===== config.mk =====
export PLATFORM = sky130hd
export DESIGN_NAME = booth_r4_seq_mul
export DESIGN_NICKNAME = d
export VERILOG_FILES = /design/src/rtl/fpu_pkg.sv /design/src/rtl/booth_r4_pp_sel.sv /design/src/rtl/booth_r4_seq_mul.sv
export SDC_FILE = /design/constraint.sdc
export NUM_CORES = 1
export LEC_CHECK = 0
export ABC_AREA = 1
export BUFFER_PORTS_ARGS = -buffer_cell sky130_fd_sc_hd__buf_4
export CAP_MARGIN = 20
export CELL_PAD_IN_SITES_DETAIL_PLACEMENT = 1
export CELL_PAD_IN_SITES_GLOBAL_PLACEMENT = 1
export CORE_MARGIN = 2
export CORE_UTILIZATION = 25
export CTS_BUF_LIST = sky130_fd_sc_hd__clkbuf_8
export DETAILED_ROUTE_END_ITERATION = 12
export PLACE_DENSITY = 0.59
export SLEW_MARGIN = 20
export SYNTH_ARGS = -nofsm -noshare
export SYNTH_HDL_FRONTEND = slang
export SYNTH_SLANG_ARGS = --single-unit

===== constraint.sdc =====
create_clock -name clk -period 2.7 [get_ports clk]
set_clock_uncertainty 0.1 [all_clocks]
set_input_delay 0.135 -clock clk [delete_from_list [all_inputs] [get_ports clk]]
set_output_delay 0.135 -clock clk [all_outputs]
set_load 0.02 [all_outputs]

===== src/rtl/fpu_pkg.sv =====
// Shared FPU definitions: radix-4 Booth digit codes, multiplier FSM states and the digit encoder.
package fpu_pkg;

  typedef enum logic [2:0] {
    BOOTH_0  = 3'b000,
    BOOTH_P1 = 3'b001,
    BOOTH_P2 = 3'b010,
    BOOTH_N1 = 3'b111,
    BOOTH_N2 = 3'b110
  } booth_dig_e;

  typedef enum logic [1:0] {
    ST_IDLE = 2'b00,
    ST_CALC = 2'b01,
    ST_DONE = 2'b10
  } mul_state_e;

  // Recode an overlapping 3-bit multiplier window into a signed radix-4 digit.
  function automatic booth_dig_e booth_enc(input logic [2:0] win);
    booth_dig_e dig;
    unique case (win)
      3'b001, 3'b010: dig = BOOTH_P1;
      3'b011:         dig = BOOTH_P2;
      3'b100:         dig = BOOTH_N2;
      3'b101, 3'b110: dig = BOOTH_N1;
      default:        dig = BOOTH_0;
    endcase
    return dig;
  endfunction

endpackage


===== src/rtl/booth_r4_pp_sel.sv =====
// Booth partial-product selector: magnitude {0,a,2a} plus a negate flag that feeds the adder carry-in.
module booth_r4_pp_sel
  import fpu_pkg::*;
#(
  parameter int unsigned W = 24
) (
  input  logic [W-1:0] a,
  input  booth_dig_e   dig,
  output logic [W+1:0] pp_mag,
  output logic         pp_neg
);

  always_comb begin
    pp_mag = '0;
    pp_neg = 1'b0;
    unique case (dig)
      BOOTH_P1: pp_mag = {2'b00, a};
      BOOTH_P2: pp_mag = {1'b0, a, 1'b0};
      BOOTH_N1: begin
        pp_mag = {2'b00, a};
        pp_neg = 1'b1;
      end
      BOOTH_N2: begin
        pp_mag = {1'b0, a, 1'b0};
        pp_neg = 1'b1;
      end
      default: ;
    endcase
  end

endmodule


===== src/rtl/booth_r4_seq_mul.sv =====
// Iterative radix-4 Booth multiplier, one digit per clock, valid/ready on both sides.
// Optional BOOTH_MUL_EARLY_EXIT_EN: finish as soon as the remaining multiplier digits are all zero.
module booth_r4_seq_mul
  import fpu_pkg::*;
#(
  parameter int unsigned W = 24
) (
  input  logic           clk,
  input  logic           rst,
  input  logic           in_valid,
  output logic           in_ready,
  input  logic [W-1:0]   a,
  input  logic [W-1:0]   b,
  output logic           out_valid,
  input  logic           out_ready,
  output logic [2*W-1:0] prod,
  output logic           busy
);

  localparam int unsigned N_DIG = W / 2 + 1;
  localparam int unsigned AW    = W + 3;
  localparam int unsigned CW    = 2 * AW;
  localparam int unsigned CNT_W = $clog2(N_DIG);

  mul_state_e       state_q, state_d;
  logic [CNT_W-1:0] cnt_q, cnt_d;
  logic [AW-1:0]    acc_q, acc_d;
  logic [AW-1:0]    mreg_q, mreg_d;
  logic [W-1:0]     a_q, a_d;
  logic             out_valid_q, out_valid_d;
  logic             in_ready_q, in_ready_d;
  logic             busy_q, busy_d;

  booth_dig_e       dig;
  logic [W+1:0]     pp_mag;
  logic             pp_neg;
  logic [AW-1:0]    addend;
  logic [AW-1:0]    sum;
  logic [CW-1:0]    shifted;

  assign dig = booth_enc(mreg_q[2:0]);

  booth_r4_pp_sel #(.W(W)) u_pp_sel (
    .a      (a_q),
    .dig    (dig),
    .pp_mag (pp_mag),
    .pp_neg (pp_neg)
  );

  // Negative digits add ~mag with a carry-in of one (two's complement).
  always_comb begin
    addend  = pp_neg ? ~{1'b0, pp_mag} : {1'b0, pp_mag};
    sum     = acc_q + addend + AW'(pp_neg);
    shifted = CW'($signed({sum, mreg_q}) >>> 2);
  end

  always_comb begin
    state_d     = state_q;
    cnt_d       = cnt_q;
    acc_d       = acc_q;
    mreg_d      = mreg_q;
    a_d         = a_q;
    out_valid_d = out_valid_q;
    in_ready_d  = in_ready_q;
    busy_d      = busy_q;

    unique case (state_q)
      ST_IDLE: begin
        if (in_valid) begin
          a_d     = a;
          acc_d   = '0;
          mreg_d  = {2'b00, b, 1'b0};
          cnt_d   = '0;
          state_d = ST_CALC;
        end
      end
      ST_CALC: begin
        {acc_d, mreg_d} = shifted;
        cnt_d           = cnt_q + CNT_W'(1);
        if (cnt_q == CNT_W'(N_DIG - 1)) begin
          state_d = ST_DONE;
        end
`ifdef BOOTH_MUL_EARLY_EXIT_EN
        else begin
          int  rem;
          int  skip;
          logic rest_zero;
          // Bits at or below rem are the multiplier bits still to be recoded (incl. overlap bit).
          rem       = int'(W) + 2 - 2 * (int'(cnt_q) + 1);
          skip      = int'(N_DIG) - 1 - int'(cnt_q);
          rest_zero = 1'b1;
          for (int i = 0; i < int'(AW); i++) begin
            if (i <= rem && shifted[i]) rest_zero = 1'b0;
          end
          if (rest_zero) begin
            {acc_d, mreg_d} = CW'($signed(shifted) >>> (2 * skip));
            state_d         = ST_DONE;
          end
        end
`endif
      end
      ST_DONE: begin
        if (out_ready) begin
          state_d = ST_IDLE;
        end
      end
      default: state_d = ST_IDLE;
    endcase

    out_valid_d = (state_d == ST_DONE);
    in_ready_d  = (state_d == ST_IDLE);
    busy_d      = (state_d != ST_IDLE);
  end

  always_ff @(posedge clk) begin
    if (rst) begin
      state_q     <= ST_IDLE;
      cnt_q       <= '0;
      acc_q       <= '0;
      mreg_q      <= '0;
      a_q         <= '0;
      out_valid_q <= 1'b0;
      in_ready_q  <= 1'b1;
      busy_q      <= 1'b0;
    end else begin
      state_q     <= state_d;
      cnt_q       <= cnt_d;
      acc_q       <= acc_d;
      mreg_q      <= mreg_d;
      a_q         <= a_d;
      out_valid_q <= out_valid_d;
      in_ready_q  <= in_ready_d;
      busy_q      <= busy_d;
    end
  end

  // in_ready drops while rst is asserted and rises on the first cycle after it.
  assign in_ready  = in_ready_q & ~rst;
  assign out_valid = out_valid_q;
  assign busy      = busy_q;
  // Final {acc,mreg} holds 2*a*b; dropping the guard bit leaves the product.
  assign prod      = {acc_q[W-3:0], mreg_q[AW-1:1]};

endmodule


# Word level (Yosys, flattened, before mapping)
# Index checks and enable logic that the tools add are counted.
# word_totals
register_bits,87
inputBits,52
output_inout_bits,51
elab_cells,54
# op_classes
add_sub_neg,3
eq_ne,15
n_mux,14
bitwise,3
n_reduce_logical,11
# ops
cell,n
$pmux 27 s2,2
$mux 27,3
$pmux 25 s2,1
$add 27x1->27,1
$add 27x27->27,1
$not 26->27,1
$eq 3x3->1 const B,5
$pmux 3 s4,1
$reduce_or 2->1,5
$eq 3x2->1 const B,3
$pmux 4 s2,1
$eq 3x1->1 const B,2
$mux 2,3
$pmux 2 s3,1
$add 4x1->4 const B,1
$eq 2x2->1 const B,2
$eq 4x4->1 const B,1
$logic_not 2->1,2
$mux 4,1
$reduce_and 2->1,2
$reduce_bool 2->1,2
$eq 2x1->1 const B,1
$ne 2x2->1 const B,1
$and 1x1->1,1
other kinds (2),2

# Depth between registers and ports, before layout
# Gate-level depths: netlist of the first run.
# logic_depth
depth_word,11
depth_mapped,20
ltp_nobuf,20

# Hierarchy
# A second synthesis of the first run with hierarchy kept.
# hier_totals
hier_cells,1001
hier_area_um2,6206.0
# modules_own_cells
mod,n_inst,cells_per_inst,area_per_inst_um2,seq_area_each_um2
booth_r4_seq_mul,1,911,5769.3,1701.6
booth_r4_pp_sel,1,90,436.7,0.0

# Worst setup path before layout of the first run
# OpenSTA, ideal clock, no wires.
# synth_timing
path_kind,register -> register
from,register mreg_q[1]
to,register acc_q[11]
setup_time_ps,132
arrival_time_ps,2556
required_time_ps,2468
setup_slack_ps,-88
path_stages_with_launch,18
n_path_buf,1
period_less_slack_ps,2788
cell_sequence,dfxtp_1 -> nand2_2 -> or2_0 -> a21boi_1 -> inv_2 -> buf_6 -> o22ai_2 -> xor2_1 -> ha_1 -> a21oi_1 -> o21ai_2 -> nand2_1 -> nand2_1 -> inv_1 -> nand2_1 -> or2_2 -> nand3_1 -> a21oi_1
# synth_between
elab_chain_len,11
word_cells_on_any_way,23
classes_between,2 x add/sub; 10 x eq/ne; 5 x mux; 1 x bitwise; 5 x reduce/logical
# synth_lines
element,line_no,rtl
from (decl),booth_r4_seq_mul.sv:28,"logic [AW-1:0] mreg_q, mreg_d;"
from (signal assigned),booth_r4_seq_mul.sv:129,mreg_q <= mreg_d;
$eq 3x3->1 (tied with other cells),fpu_pkg.sv:21,unique case (win)
$reduce_or 2->1,fpu_pkg.sv:21,
$pmux 3 s4 (*),fpu_pkg.sv:21,
$eq 3x2->1 (tied with other cells),booth_r4_pp_sel.sv:16,unique case (dig)
$reduce_or 2->1 (no line),n/a,
$pmux 25 s2,booth_r4_pp_sel.sv:16,
$not 26->27,booth_r4_seq_mul.sv:52,"addend = pp_neg ? ~{1'b0, pp_mag} : {1'b0, pp_mag};"
$mux 27,booth_r4_seq_mul.sv:52,
$add 27x27->27,booth_r4_seq_mul.sv:53,sum = acc_q + addend + AW'(pp_neg);
$add 27x1->27 (*),booth_r4_seq_mul.sv:53,
$pmux 27 s2 (*),booth_r4_seq_mul.sv:67,unique case (state_q)
to (signal assigned),booth_r4_seq_mul.sv:119,acc_q <= '0;
to (signal assigned),booth_r4_seq_mul.sv:128,acc_q <= acc_d;
to (decl),booth_r4_seq_mul.sv:27,"logic [AW-1:0] acc_q, acc_d;"
# Mark *: on every way between the ends. The rest lies on a longest branch, timed or not.
# A chain may end at the register's enable or synchronous reset.

# Final worst setup path of the first run
# layout_timing
from,register mreg_q[0]
to,register acc_q[22]
# The elaborated chain is that of the path after synthesis.

==> reports/metrics.yaml, run 1 <==
final_layout:
  final_layout_size_suffix_gt1_share_pct: 42.2
  finalNetCount: 1097
  non_filler_instance_count_after_layout: 1299
  antenna-diode-count: 0
  utilization_pct: 41.1
  area.growth.synth_to_final_pct: 59.8
outcome:
  outcome: "complete, but fails checks"
  violations: "setup timing"
setup_path:
  crit_path_start: "mreg_q[0]"
  setup.worst_path.class: "reg2reg"
  critPathMaxFanout: 7
  critPathSlowestCell: "sky130_fd_sc_hd__o21ai_0"
  worstPathRequired_ps: 2860
  worstPathCellList: "nand2_2, or2_4, a21boi_4, inv_4, clkbuf_16, o22ai_2, xor2_1, ha_1, buf_4, nand2_2, o21ai_0, a21oi_1, nand3_1, nand2_1, nand3_1, a21oi_2"
  r2r-end: "acc_q[22]"
  rr_worst_depth: 16
  launch_instance_of_the_worst_register_to_register_path: "mreg_q[0]"
  worst-endpoint-arrival_ps: 3230
  slowest_delay_ps: 400
  r2r_setup_slack_ps: -370
  worstSetupEndpointType: "flop"
  worstSetupStartpointType: "flop"
  capturing_instance_or_port_of_the_critical_path: "acc_q[22]"
hold_path:
  min_path_type: "in2reg"
global_route:
  grt_antenna_before_repair: 0
  grt_util_all_layers_pct: 17.5
  first_global_vias: 6241
  first_pass_grt_wire_length_um: 33100
  grt_max_degree: 56
  grt_overflow_total: 0
detailed_routing:
  drtIter0Drc: 227
  first_pass_iters: 6
  detail_route.wl_per_cell_um: 16.5
  route.antenna.remaining_nets: 0
  drcViolationCount: 0
  drt_wl_total_um: 21400
  drt-vias-per-instance: 4.73
  total_via_count_after_detailed_routing: 6140
sta:
  rsz_0062_raised_after_global_routing: "true"
  report.final.setup_viol: 24
  final.setup.worst_slack_ps: -374
  finalWorstPathRequiredPeriod_ps: 3070
  achievable_freq_ghz: 0.325
  final-max-slew-violation-count: 0
  min_period_over_period_pct: 114
  tightestPinTransition_ps: 797
  max-slew-margin-rel_pct: 46.8
  hold_viol_final: 0
flow_run:
  cap_violations: 0
floorplanning:
  initial_utilization_pct: 25.7
  dieWidth_um: 154
  io_pins: 103
  area_inside_the_core_boundary_mm2: 0.0220
  die_outline_height_um: 154
  die_area_mm2: 0.0238
  placement_rows: 54
synthesis:
  synth_area_mm2: 0.00564
  synth.yosys.seq_area_share_pct: 30.2
  yosysTopAreaCell: "sky130_fd_sc_hd__dfxtp_1"
  postSynthRegisterBits: 85
  post_synthesis_net_count: 900
  synth_fa_ha_area_share_pct: 7.01
  synthDominantCellAreaShare_pct: 30.2
  synth.lib_cells_used.distinct: 41
  ys_top_cells_by_area: "sky130_fd_sc_hd__dfxtp_1, sky130_fd_sc_hd__nand2_1, sky130_fd_sc_hd__a21oi_1, sky130_fd_sc_hd__buf_4, sky130_fd_sc_hd__ha_1"
  syn_area_per_cell_um2: 6.90
  synth_compound_area_share_pct: 21.5
  yosys_warnings: 0
  simple_logic_cell_fraction_of_the_synthesized_area_pct: 23.1
  synth.area.mux_share_pct: 0
  post_synth_xor_area_fraction_pct: 3.57
  syn-instance-count: 817
  synth_top_family_by_area: "simple AND/OR/NAND/NOR gates"
cts:
  tritoncts: "built"
  clock_transition_at_the_register_clock_pins_on_the_worst_setup_and_hold_paths_after_cts_ps: 110
  clock_sink_count: 85
  cts_max_level: 3
  cts_buffers: 9
  clkLatencyLatePin_ps: 390
  cts.path.max_buffers: 2
  clock-root-buffer: "sky130_fd_sc_hd__clkbuf_8"
power_and_ir_drop:
  total_power_mw: 3.80
  power-per-cell-area_mw_per_mm2: 422
  peakVddDrop_mv: 0.276
  leakagePower_nw: 4.01
placement:
  gp_congestion: 0.869
  hpwlAfterDp_um: 14700
  port_buffers: 102
  placed_cells_incl_taps: 1205
## stage by stage
step | cell area, um2 | setup TNS (ps) | setup WS, ps | hold WS (ps)
floorplan | 5650 | 0 | 9.24 | 189
global placement | 6900 | -6890 | -375 | 312
detailed placement | 6900 | -8150 | -463 | 319
CTS | 8350 | -6780 | -378 | 280
global route | 9020 | -10990 | -547 | 327
finish | 9020 | -6700 | -374 | 300
## routing by layer
| metal | vias to the layer above | global-route usage, % | share of wire, % |
|---|---|---|---|
| li1 | 3067 | - | - |
| met1 | 2946 | 23.2 | 46 |
| met2 | 107 | 30.3 | 49 |
| met3 | 20 | 2.61 | 3.0 |
| met4 | 0 | 3.65 | 1.3 |
| met5 | - | 0 | 0 |
## power breakdown
| group | switching, mW | internal [mW] |
|---|---|---|
| registers | 0.0609 | 1.34 |
| logic | 0.753 | 0.657 |
| clock network | 0.621 | 0.377 |
## state kept, by name, summed over array words and instances (netlist names)
name / count
cnt_q: 4
a_q: 24
mreg_q: 27
out_valid: 1
busy: 1
in_ready_q: 1
acc_q: 25
state_q: 2
## cell usage after synthesis (all sizes together)
master,instances
fa,1
and2,3
buf,63
o21bai,1
nand2,195
a22oi,9
nor2,44
o21ai,56
o31ai,1
o22ai,23
a311oi,1
ha,30
a21boi,1
nand3b,5
clkbuf,18
xor2,23
nor3,5
nand4,8
or2,8
a21oi,100
a21o,6
a31oi,17
dfxtp,85
inv,79
nand3,35
## worst max-delay path, delay by kind of cell (launching register included)
| family | cells | cell delay (ps) |
|---|---|---|
| compound gates | 5 | 940 |
| xor+xnor | 1 | 90 |
| flops | 1 | 360 |
| fa+ha+maj | 1 | 350 |
| buf+inv | 3 | 420 |
| simple gates | 6 | 680 |
## cell usage in the layout, fill, tap and decap left out, types with 18 or more instances in the layout
| master | instances |
|---|---|
| sky130_fd_sc_hd__nand2_2 | 27 |
| sky130_fd_sc_hd__nor2_1 | 20 |
| sky130_fd_sc_hd__nand2_1 | 149 |
| sky130_fd_sc_hd__dlygate4sd3_1 | 49 |
| sky130_fd_sc_hd__nand3_1 | 24 |
| sky130_fd_sc_hd__a21oi_1 | 67 |
| sky130_fd_sc_hd__buf_4 | 203 |
| sky130_fd_sc_hd__dfxtp_1 | 83 |
| sky130_fd_sc_hd__a21oi_2 | 18 |
| sky130_fd_sc_hd__o21ai_0 | 35 |
| sky130_fd_sc_hd__inv_1 | 69 |
## how the worst min path moves through the flow
| stage | startpoint | to | slack (ps) | depth (start not counted) |
|---|---|---|---|---|
| 2_1_floorplan | b[0] | mreg_q[1] | 190 | 2 |
| 3_3_place_gp | b[7] | mreg_q[8] | 310 | 5 |
| 3_5_place_dp | b[5] | mreg_q[6] | 320 | 3 |
| 4_1_cts | rst | out_valid | 280 | 3 |
| 5_1_grt | rst | out_valid | 330 | 3 |
| 6_report | rst | out_valid | 300 | 3 |
## repair_timing
item / CTS / global route
hold endpoints to repair: 49 / 0
hold buffers: 49 / 0
resized for setup: 148 / 123
endpoints found under the setup margin: 24 / 24
gates cloned: 1 / 1
pin swaps: 42 / 57
setup buffers: 19 / 9
## layout make-up
| type | count | area (um2) |
|---|---|---|
| sequential | 85 | 1700 |
| clock buffer | 9 | 124 |
| fill | 2597 | 12900 |
| timing repair inverter | 1 | 7.51 |
| timing repair buffer | 266 | 2190 |
| multi-input combinational | 572 | 4260 |
| tap | 280 | 350 |
| clock inverter | 7 | 83.8 |
| inverter | 79 | 299 |
## cells by family after synthesis
| kind of cell | Yosys count |
|---|---|
| AO/OA/AOI/OAI | 215 |
| XOR/XNOR | 23 |
| adder cells (fa/ha/maj) | 31 |
| buffers and inverters | 160 |
| flip-flops | 85 |
| AND/OR/NAND/NOR | 303 |
(Power assumes the default switching activity.)
==> inputs of run 2 (changes only) <==
--- a/config.mk
+++ b/config.mk
@@ -11,11 +11,12 @@
 export CELL_PAD_IN_SITES_DETAIL_PLACEMENT = 1
 export CELL_PAD_IN_SITES_GLOBAL_PLACEMENT = 1
 export CORE_MARGIN = 2
-export CORE_UTILIZATION = 25
+export CORE_UTILIZATION = 35
 export CTS_BUF_LIST = sky130_fd_sc_hd__clkbuf_8
 export DETAILED_ROUTE_END_ITERATION = 12
-export PLACE_DENSITY = 0.59
+export PLACE_DENSITY = 0.78
 export SLEW_MARGIN = 20
 export SYNTH_ARGS = -nofsm -noshare
 export SYNTH_HDL_FRONTEND = slang
+export SYNTH_HIERARCHICAL = 1
 export SYNTH_SLANG_ARGS = --single-unit
==> run 2 against run 1 <==
  * The run still ends with setup timing left
  * Setup slack lost 170 ps
  * Non-clock buffer count shrank 9
  * Maximum frequency down 5.2%
  * Largest cell class unchanged
  * Synthesized area grew 10%
  * Clock power is essentially flat
  * Wire length grew 40%
  * Sequential power hardly changed
==> reports/metrics.yaml, run 2 <==
cts:
  clkLatencyLatePin_ps: 420  # +30 ps
  cts_buffers: 9  # unchanged
  tritoncts: "built"
  clock_transition_at_the_register_clock_pins_on_the_worst_setup_and_hold_paths_after_cts_ps: 110  # about the same
  clock-root-buffer: "sky130_fd_sc_hd__clkbuf_8"
  cts.path.max_buffers: 2  # unchanged
  clock_sink_count: 85  # unchanged
  cts_max_level: 3  # unchanged
sta:
  tightestPinTransition_ps: 542  # -255 ps
  finalWorstPathRequiredPeriod_ps: 3240  # +170 ps
  rsz_0062_raised_after_global_routing: "true"
  min_period_over_period_pct: 120  # +6.3 points
  achievable_freq_ghz: 0.308  # -5.2%
  final.setup.worst_slack_ps: -544  # -170 ps
  max-slew-margin-rel_pct: 63.8  # +17 points
  hold_viol_final: 0  # unchanged
  report.final.setup_viol: 24  # unchanged
  final-max-slew-violation-count: 0  # unchanged
synthesis:
  async_flop_share_pct: 0  # unchanged
  syn_area_per_cell_um2: 6.20  # -10%
  synth_edf_count: 0  # unchanged
  ys_top_cells_by_area: "sky130_fd_sc_hd__dfxtp_1, sky130_fd_sc_hd__nand2_1, sky130_fd_sc_hd__inv_1, sky130_fd_sc_hd__buf_4, sky130_fd_sc_hd__ha_1"
  syn-instance-count: 1001  # +23%
  synth.yosys.seq_area_share_pct: 27.4  # -2.7 points
  yosysTopAreaCell: "sky130_fd_sc_hd__dfxtp_1"
  postSynthRegisterBits: 85  # unchanged
  synth_common_cells: "sky130_fd_sc_hd__nand2_1, sky130_fd_sc_hd__inv_1, sky130_fd_sc_hd__nor2_1"
  synthDominantCellAreaShare_pct: 27.4  # -2.7 points
  synth.lib_cells_used.distinct: 33  # -20%
  post-synth-top-count-cell: "sky130_fd_sc_hd__nand2_1"
  post_synthesis_net_count: 1084  # +20%
  synth_area_mm2: 0.00621  # +10%
  yosys_warnings: 6  # +6
  ys_dominant_reg_cell: "sky130_fd_sc_hd__dfxtp_1"
floorplanning:
  dieWidth_um: 137  # -11%
  initial_utilization_pct: 35.9  # +10 points
  area_inside_the_core_boundary_mm2: 0.0173  # -21%
  io_pins: 103  # unchanged
  placement_rows: 48  # -11%
  die_outline_height_um: 137  # -11%
  die_area_mm2: 0.0188  # -21%
flow_run:
  cap_violations: 0  # unchanged
outcome:
  violations: "setup timing"
  outcome: "complete, but fails checks"
detailed_routing:
  total_via_count_after_detailed_routing: 7587  # +24%
  first_pass_iters: 8  # +2
  drt-vias-per-instance: 5.35  # +13%
  drt_wl_total_um: 30000  # +40%
  drcViolationCount: 0  # unchanged
  detail_route.wl_per_cell_um: 21.1  # +28%
  drtIter0Drc: 474  # +110%
  route.antenna.remaining_nets: 0  # unchanged
setup_path:
  worst-endpoint-arrival_ps: 3480  # +250 ps
  worstSetupEndpointType: "flop"
  worstPathRequired_ps: 2930  # +70 ps
  critPathMaxFanout: 8  # +1
  setup.worst_path.class: "reg2reg"
  worstSetupStartpointType: "flop"
final_layout:
  mostFrequentLayoutCells: "sky130_fd_sc_hd__nand2_1, sky130_fd_sc_hd__buf_4, sky130_fd_sc_hd__inv_1"
  number_of_flip_flops_in_the_largest_register: 27  # unchanged
  top_register: "mreg_q"
  finalNetCount: 1270  # +16%
  non_filler_instance_count_after_layout: 1418  # +9.2%
  final_layout_size_suffix_gt1_share_pct: 40.6  # -1.6 points
  largest_registers: "mreg_q x27, acc_q x25, a_q x24"
  area.growth.synth_to_final_pct: 55.6
  mostFrequentLayoutCell: "sky130_fd_sc_hd__nand2_1"
placement:
  port_buffers: 102  # unchanged
  placed_cells_incl_taps: 1314  # +9.0%
  gp_congestion: 0.838  # -3.5%
  hpwlAfterDp_um: 15000  # +2.7%
global_route:
  grt_antenna_before_repair: 1  # +1
  first_global_vias: 7356  # +18%
  grt_overflow_total: 0  # unchanged
  grt_max_degree: 37  # -34%
  grt_util_all_layers_pct: 25.4  # +7.9 points
  first_pass_grt_wire_length_um: 37400  # +13%
power_and_ir_drop:
  power-per-cell-area_mw_per_mm2: 368  # -13%
  total_power_mw: 3.56  # -6.5%
  leakagePower_nw: 4.68  # +17%
  peakVddDrop_mv: 0.314  # +14%
hold_path:
  min_path_type: "in2reg"
## run 2: power breakdown
group	internal [mW]	switching, mW
Clock	0.359	0.634
Combinational	0.504	0.647
Sequential	1.33	0.0855
## run 2: final timing paths
path / from / to / slack (ps) / depth (start not counted)
setup reg to reg: mreg_q[1] / acc_q[15] / -540 / 20
hold reg to reg: mreg_q[14] / mreg_q[14] / 400 / 2
hold / removal: rst / mreg_q[0] / 1 / 2
setup / recovery: mreg_q[1] / acc_q[15] / -540 / 20
## run 2: critical path, stage by stage (launching register included)
cell and delay, ps:
sky130_fd_sc_hd__dfxtp_4 370, sky130_fd_sc_hd__nand2_4 110, sky130_fd_sc_hd__inv_4 60, sky130_fd_sc_hd__nor2_4 270, sky130_fd_sc_hd__nand2_8 110, sky130_fd_sc_hd__nand2_8 110, sky130_fd_sc_hd__buf_6 140, sky130_fd_sc_hd__nand3_1 140
sky130_fd_sc_hd__nand2_2 170, sky130_fd_sc_hd__xor2_4 240, sky130_fd_sc_hd__ha_4 260, sky130_fd_sc_hd__nand2_4 110, sky130_fd_sc_hd__inv_1 70, sky130_fd_sc_hd__a21oi_2 190, sky130_fd_sc_hd__buf_4 150, sky130_fd_sc_hd__nand2_2 90
sky130_fd_sc_hd__inv_2 90, sky130_fd_sc_hd__nand2_2 70, sky130_fd_sc_hd__nand2_2 80, sky130_fd_sc_hd__nand3_2 60, sky130_fd_sc_hd__a21oi_1 160
## run 2: per-layer routing
metal / global-route usage (%) / vias to the layer above / wire (um)
met1: 30.2 / 3742 / 11500
met2: 47.0 / 301 / 15700
li1: - / 3437 / -
met4: 6.70 / 0 / 1380
met3: 4.04 / 107 / 1470
met5: 0 / - / 0
## run 2: final cells by class
cell class / instances / area (um2)
inverters: 127 / 487
clock buffers: 9 / 124
diodes: 1 / 2.50
well taps: 225 / 282
fillers: 2167 / 7640
multi-input cells: 707 / 4800
repair buffers: 257 / 2180
clock inverters: 7 / 68.8
flip-flops and latches: 85 / 1710
## run 2: cell families (layout without fill, tap and decap cells)
kind of cell / Yosys count / after routing / share of synthesized area [%]
AOI/OAI and AO/OA: 117 / 117 / 10.3
xor gates and xnor gates: 27 / 27 / 3.81
adders and majority gates: 31 / 31 / 6.37
buffers and inverters: 210 / 400 / 16.6
DFF: 85 / 85 / 27.4
other: 1 / 2 / 0.0604
and+or+nand+nor: 530 / 531 / 35.4
## run 2: repair_timing
item | in CTS | in global routing
endpoints found under the hold margin | 49 | 0
pin swaps | 51 | 103
endpoints found under the setup margin | 24 | 26
setup buffers | 17 | 17
cloned | 3 | 2
gates resized for setup | 117 | 209
hold buffers | 49 | 0
## run 2: through the flow
step           utilization (%)  worst slack [ps]  hold slack, ps  TNS (ps)  instance area [um2]
3_5_place_dp              42.0              -494             297     -7220                 7270
4_1_cts                   49.4              -222            11.3     -4100                 8540
3_3_place_gp              42.0              -398             286     -4750                 7270
2_1_floorplan                -              4.05             119         0                 6230
6_report                  55.8              -544            1.15     -9650                 9660
5_1_grt                   55.8              -616            29.2    -12200                 9660
==> inputs of run 3 (changes only) <==
--- a/config.mk
+++ b/config.mk
@@ -6,7 +6,6 @@
 export NUM_CORES = 1
 export LEC_CHECK = 0
 export ABC_AREA = 1
-export BUFFER_PORTS_ARGS = -buffer_cell sky130_fd_sc_hd__buf_4
 export CAP_MARGIN = 20
 export CELL_PAD_IN_SITES_DETAIL_PLACEMENT = 1
 export CELL_PAD_IN_SITES_GLOBAL_PLACEMENT = 1
@@ -14,7 +13,8 @@
 export CORE_UTILIZATION = 35
 export CTS_BUF_LIST = sky130_fd_sc_hd__clkbuf_8
 export DETAILED_ROUTE_END_ITERATION = 12
-export PLACE_DENSITY = 0.78
+export DONT_BUFFER_PORTS = 1
+export PLACE_DENSITY = 0.7
 export SLEW_MARGIN = 20
 export SYNTH_ARGS = -nofsm -noshare
 export SYNTH_HDL_FRONTEND = slang
==> run 3 against run 2 <==
  * The run still ends with setup timing left
  * Setup slack gained 130 ps
  * Sequential power increased by 3%
  * Critical path depth up 1
  * Highest routed layer unchanged
  * Utilization fell by 3.4 points
  * First-iteration DRC count is 26% lower
  * Critical path type unchanged
  * Total power is 1.7% lower
  * Largest cell class unchanged
==> reports/metrics.yaml, run 3 (synthesized netlist as in run 2, its figures left out) <==
global_route:
  grt_antenna_before_repair: 0  # -1
  first_pass_grt_wire_length_um: 34300  # -8.2%
  grt_overflow_total: 0  # unchanged
  grt_max_degree: 49  # +32%
  first_global_vias: 6846  # -6.9%
  grt_util_all_layers_pct: 23.3  # -2.1 points
placement:
  placed_cells_incl_taps: 1219  # -7.2%
  gp_congestion: 0.846  # +0.98%
  hpwlAfterDp_um: 14700  # -2.2%
  post-place-ws_ps: -562  # -68.2 ps
  port_buffers: 0  # -100%
final_layout:
  number_of_flip_flops_in_the_largest_register: 27  # unchanged
  mostFrequentLayoutCells: "sky130_fd_sc_hd__nand2_1, sky130_fd_sc_hd__inv_1, sky130_fd_sc_hd__buf_4"
  top_register: "mreg_q"
  non_filler_instance_count_after_layout: 1329  # -6.3%
  antenna-diode-count: 0  # -1
  finalNetCount: 1182  # -6.9%
  mostFrequentLayoutCell: "sky130_fd_sc_hd__nand2_1"
  area.growth.synth_to_final_pct: 46.2
  largest_registers: "mreg_q x27, acc_q x25, a_q x24"
  n_fill_cell: 2153  # -0.65%
  final_layout_size_suffix_gt1_share_pct: 34.7  # -5.9 points
sta:
  max-slew-margin-rel_pct: 53.7  # -10 points
  min_period_over_period_pct: 115  # -4.7 points
  finalWorstPathRequiredPeriod_ps: 3120  # -127 ps
  final.setup.worst_slack_ps: -418  # +127 ps
  achievable_freq_ghz: 0.321  # +4.1%
  rsz_0062_raised_after_global_routing: "true"
  tightestPinTransition_ps: 694  # +152 ps
  final-max-slew-violation-count: 0  # unchanged
  hold_viol_final: 0  # unchanged
  report.final.setup_viol: 24  # unchanged
setup_path:
  launch_instance_of_the_worst_register_to_register_path: "mreg_q[0]"
  worstSetupEndpointType: "flop"
  setup.worst_path.class: "reg2reg"
  worst-endpoint-arrival_ps: 3370  # -110 ps
  r2r-end: "acc_q[23]"
  r2r_setup_slack_ps: -420  # +130 ps
  worstPathRequired_ps: 2950  # +20 ps
  crit_path_start: "mreg_q[0]"
  capturing_instance_or_port_of_the_critical_path: "acc_q[23]"
  rr_worst_depth: 21  # +5.0%
  critPathMaxFanout: 8  # unchanged
  worstSetupStartpointType: "flop"
hold_path:
  min_path_type: "in2reg"
floorplanning:
  area_inside_the_core_boundary_mm2: 0.0173  # unchanged
  placement_rows: 48  # unchanged
  die_area_mm2: 0.0188  # unchanged
  io_pins: 103  # unchanged
  initial_utilization_pct: 35.9  # unchanged
  die_outline_height_um: 137  # unchanged
  dieWidth_um: 137  # unchanged
power_and_ir_drop:
  power-per-cell-area_mw_per_mm2: 385  # +4.6%
  leakagePower_nw: 4.35  # -7.1%
  peakVddDrop_mv: 0.334  # +6.5%
  total_power_mw: 3.50  # -1.7%
detailed_routing:
  drtIter0Drc: 350  # -26%
  drcViolationCount: 0  # unchanged
  drt_wl_total_um: 25200  # -16%
  detail_route.wl_per_cell_um: 19.0  # -10%
  route.antenna.remaining_nets: 0  # unchanged
  first_pass_iters: 5  # -3
  total_via_count_after_detailed_routing: 6809  # -10%
  drt-vias-per-instance: 5.12  # -4.2%
cts:
  cts_max_level: 3  # unchanged
  cts.path.max_buffers: 2  # unchanged
  clkLatencyLatePin_ps: 400  # -20 ps
  clock_transition_at_the_register_clock_pins_on_the_worst_setup_and_hold_paths_after_cts_ps: 120  # about the same
  tritoncts: "built"
  clock-root-buffer: "sky130_fd_sc_hd__clkbuf_8"
  clock_sink_count: 85  # unchanged
  cts_buffers: 9  # unchanged
flow_run:
  cap_violations: 0  # unchanged
outcome:
  violations: "setup timing"
  outcome: "complete, but fails checks"
run 3: power breakdown:
part / internal [mW] / leakage [nW] / switching [mW]
Clock: 0.450 / 0.104 / 0.619
Combinational: 0.449 / 3.54 / 0.531
Sequential: 1.33 / 0.698 / 0.122
Total: 2.23 / 4.35 / 1.27
run 3: metal layers:
layer / global-route usage, % / up-vias / share of wire [%]
li1: - / 3269 / -
met1: 29.0 / 3325 / 41
met2: 41.1 / 155 / 52
met3: 4.19 / 60 / 3.5
met4: 6.36 / 0 / 3.6
met5: 0 / - / 0
run 3: cell type report:
cell class	count	area, um2	area share [%]
clock buffers	9	124	1.36
flip-flops and latches	85	1710	18.8
repair buffers	170	1630	18.0
multi-input cells	706	4760	52.4
inverters	127	484	5.34
well taps	225	282	3.10
clock inverters	7	88.8	0.979
run 3: worst min-delay path by stage:
stage / from / end / slack (ps) / cells past startpoint
after floorplan: rst / state_q[1] / 120 / 1
after global placement: rst / mreg_q[0] / 110 / 1
after detailed placement: rst / mreg_q[1] / 110 / 1
after CTS: in_valid / cnt_q[2] / 80 / 4
after global routing: in_valid / cnt_q[2] / 120 / 4
final: in_valid / cnt_q[2] / 80 / 4
run 3: per-stage QoR:
stage	setup TNS, ps	area, um2	utilization, %	hold slack (ps)
floorplan	0	6230	-	119
global placement	-4830	6610	38.2	113
detailed placement	-6280	6610	38.2	112
CTS	-2910	8070	46.7	75.3
global route	-11020	9070	52.5	118
finish	-7110	9070	52.5	79.2
run 3: timing repair:
item                       in CTS  in global routing
gates resized for setup       120                185
setup buffers                  20                 14
hold endpoints to repair       82                  0
setup endpoints to repair      24                 25
pin swaps                      34                 89
hold buffers                   56                  0
cloned                          1                  3
run 3: critical path: stages (launching register included):
cell and delay (ps):
sky130_fd_sc_hd__dfxtp_4 380, sky130_fd_sc_hd__nand2_4 90, sky130_fd_sc_hd__xor2_4 200, sky130_fd_sc_hd__buf_6 130
sky130_fd_sc_hd__nand2_4 60, sky130_fd_sc_hd__nand2_8 130, sky130_fd_sc_hd__clkbuf_16 160, sky130_fd_sc_hd__nand3_1 70
sky130_fd_sc_hd__nand2_1 110, sky130_fd_sc_hd__xor2_2 260, sky130_fd_sc_hd__ha_4 260, sky130_fd_sc_hd__nand2_1 140
sky130_fd_sc_hd__inv_1 50, sky130_fd_sc_hd__nand2_1 80, sky130_fd_sc_hd__nand2_1 110, sky130_fd_sc_hd__nand2_1 80
sky130_fd_sc_hd__nand2_1 100, sky130_fd_sc_hd__inv_2 90, sky130_fd_sc_hd__nand3_2 90, sky130_fd_sc_hd__nand2_1 80
sky130_fd_sc_hd__nand3_1 80, sky130_fd_sc_hd__a21oi_1 200
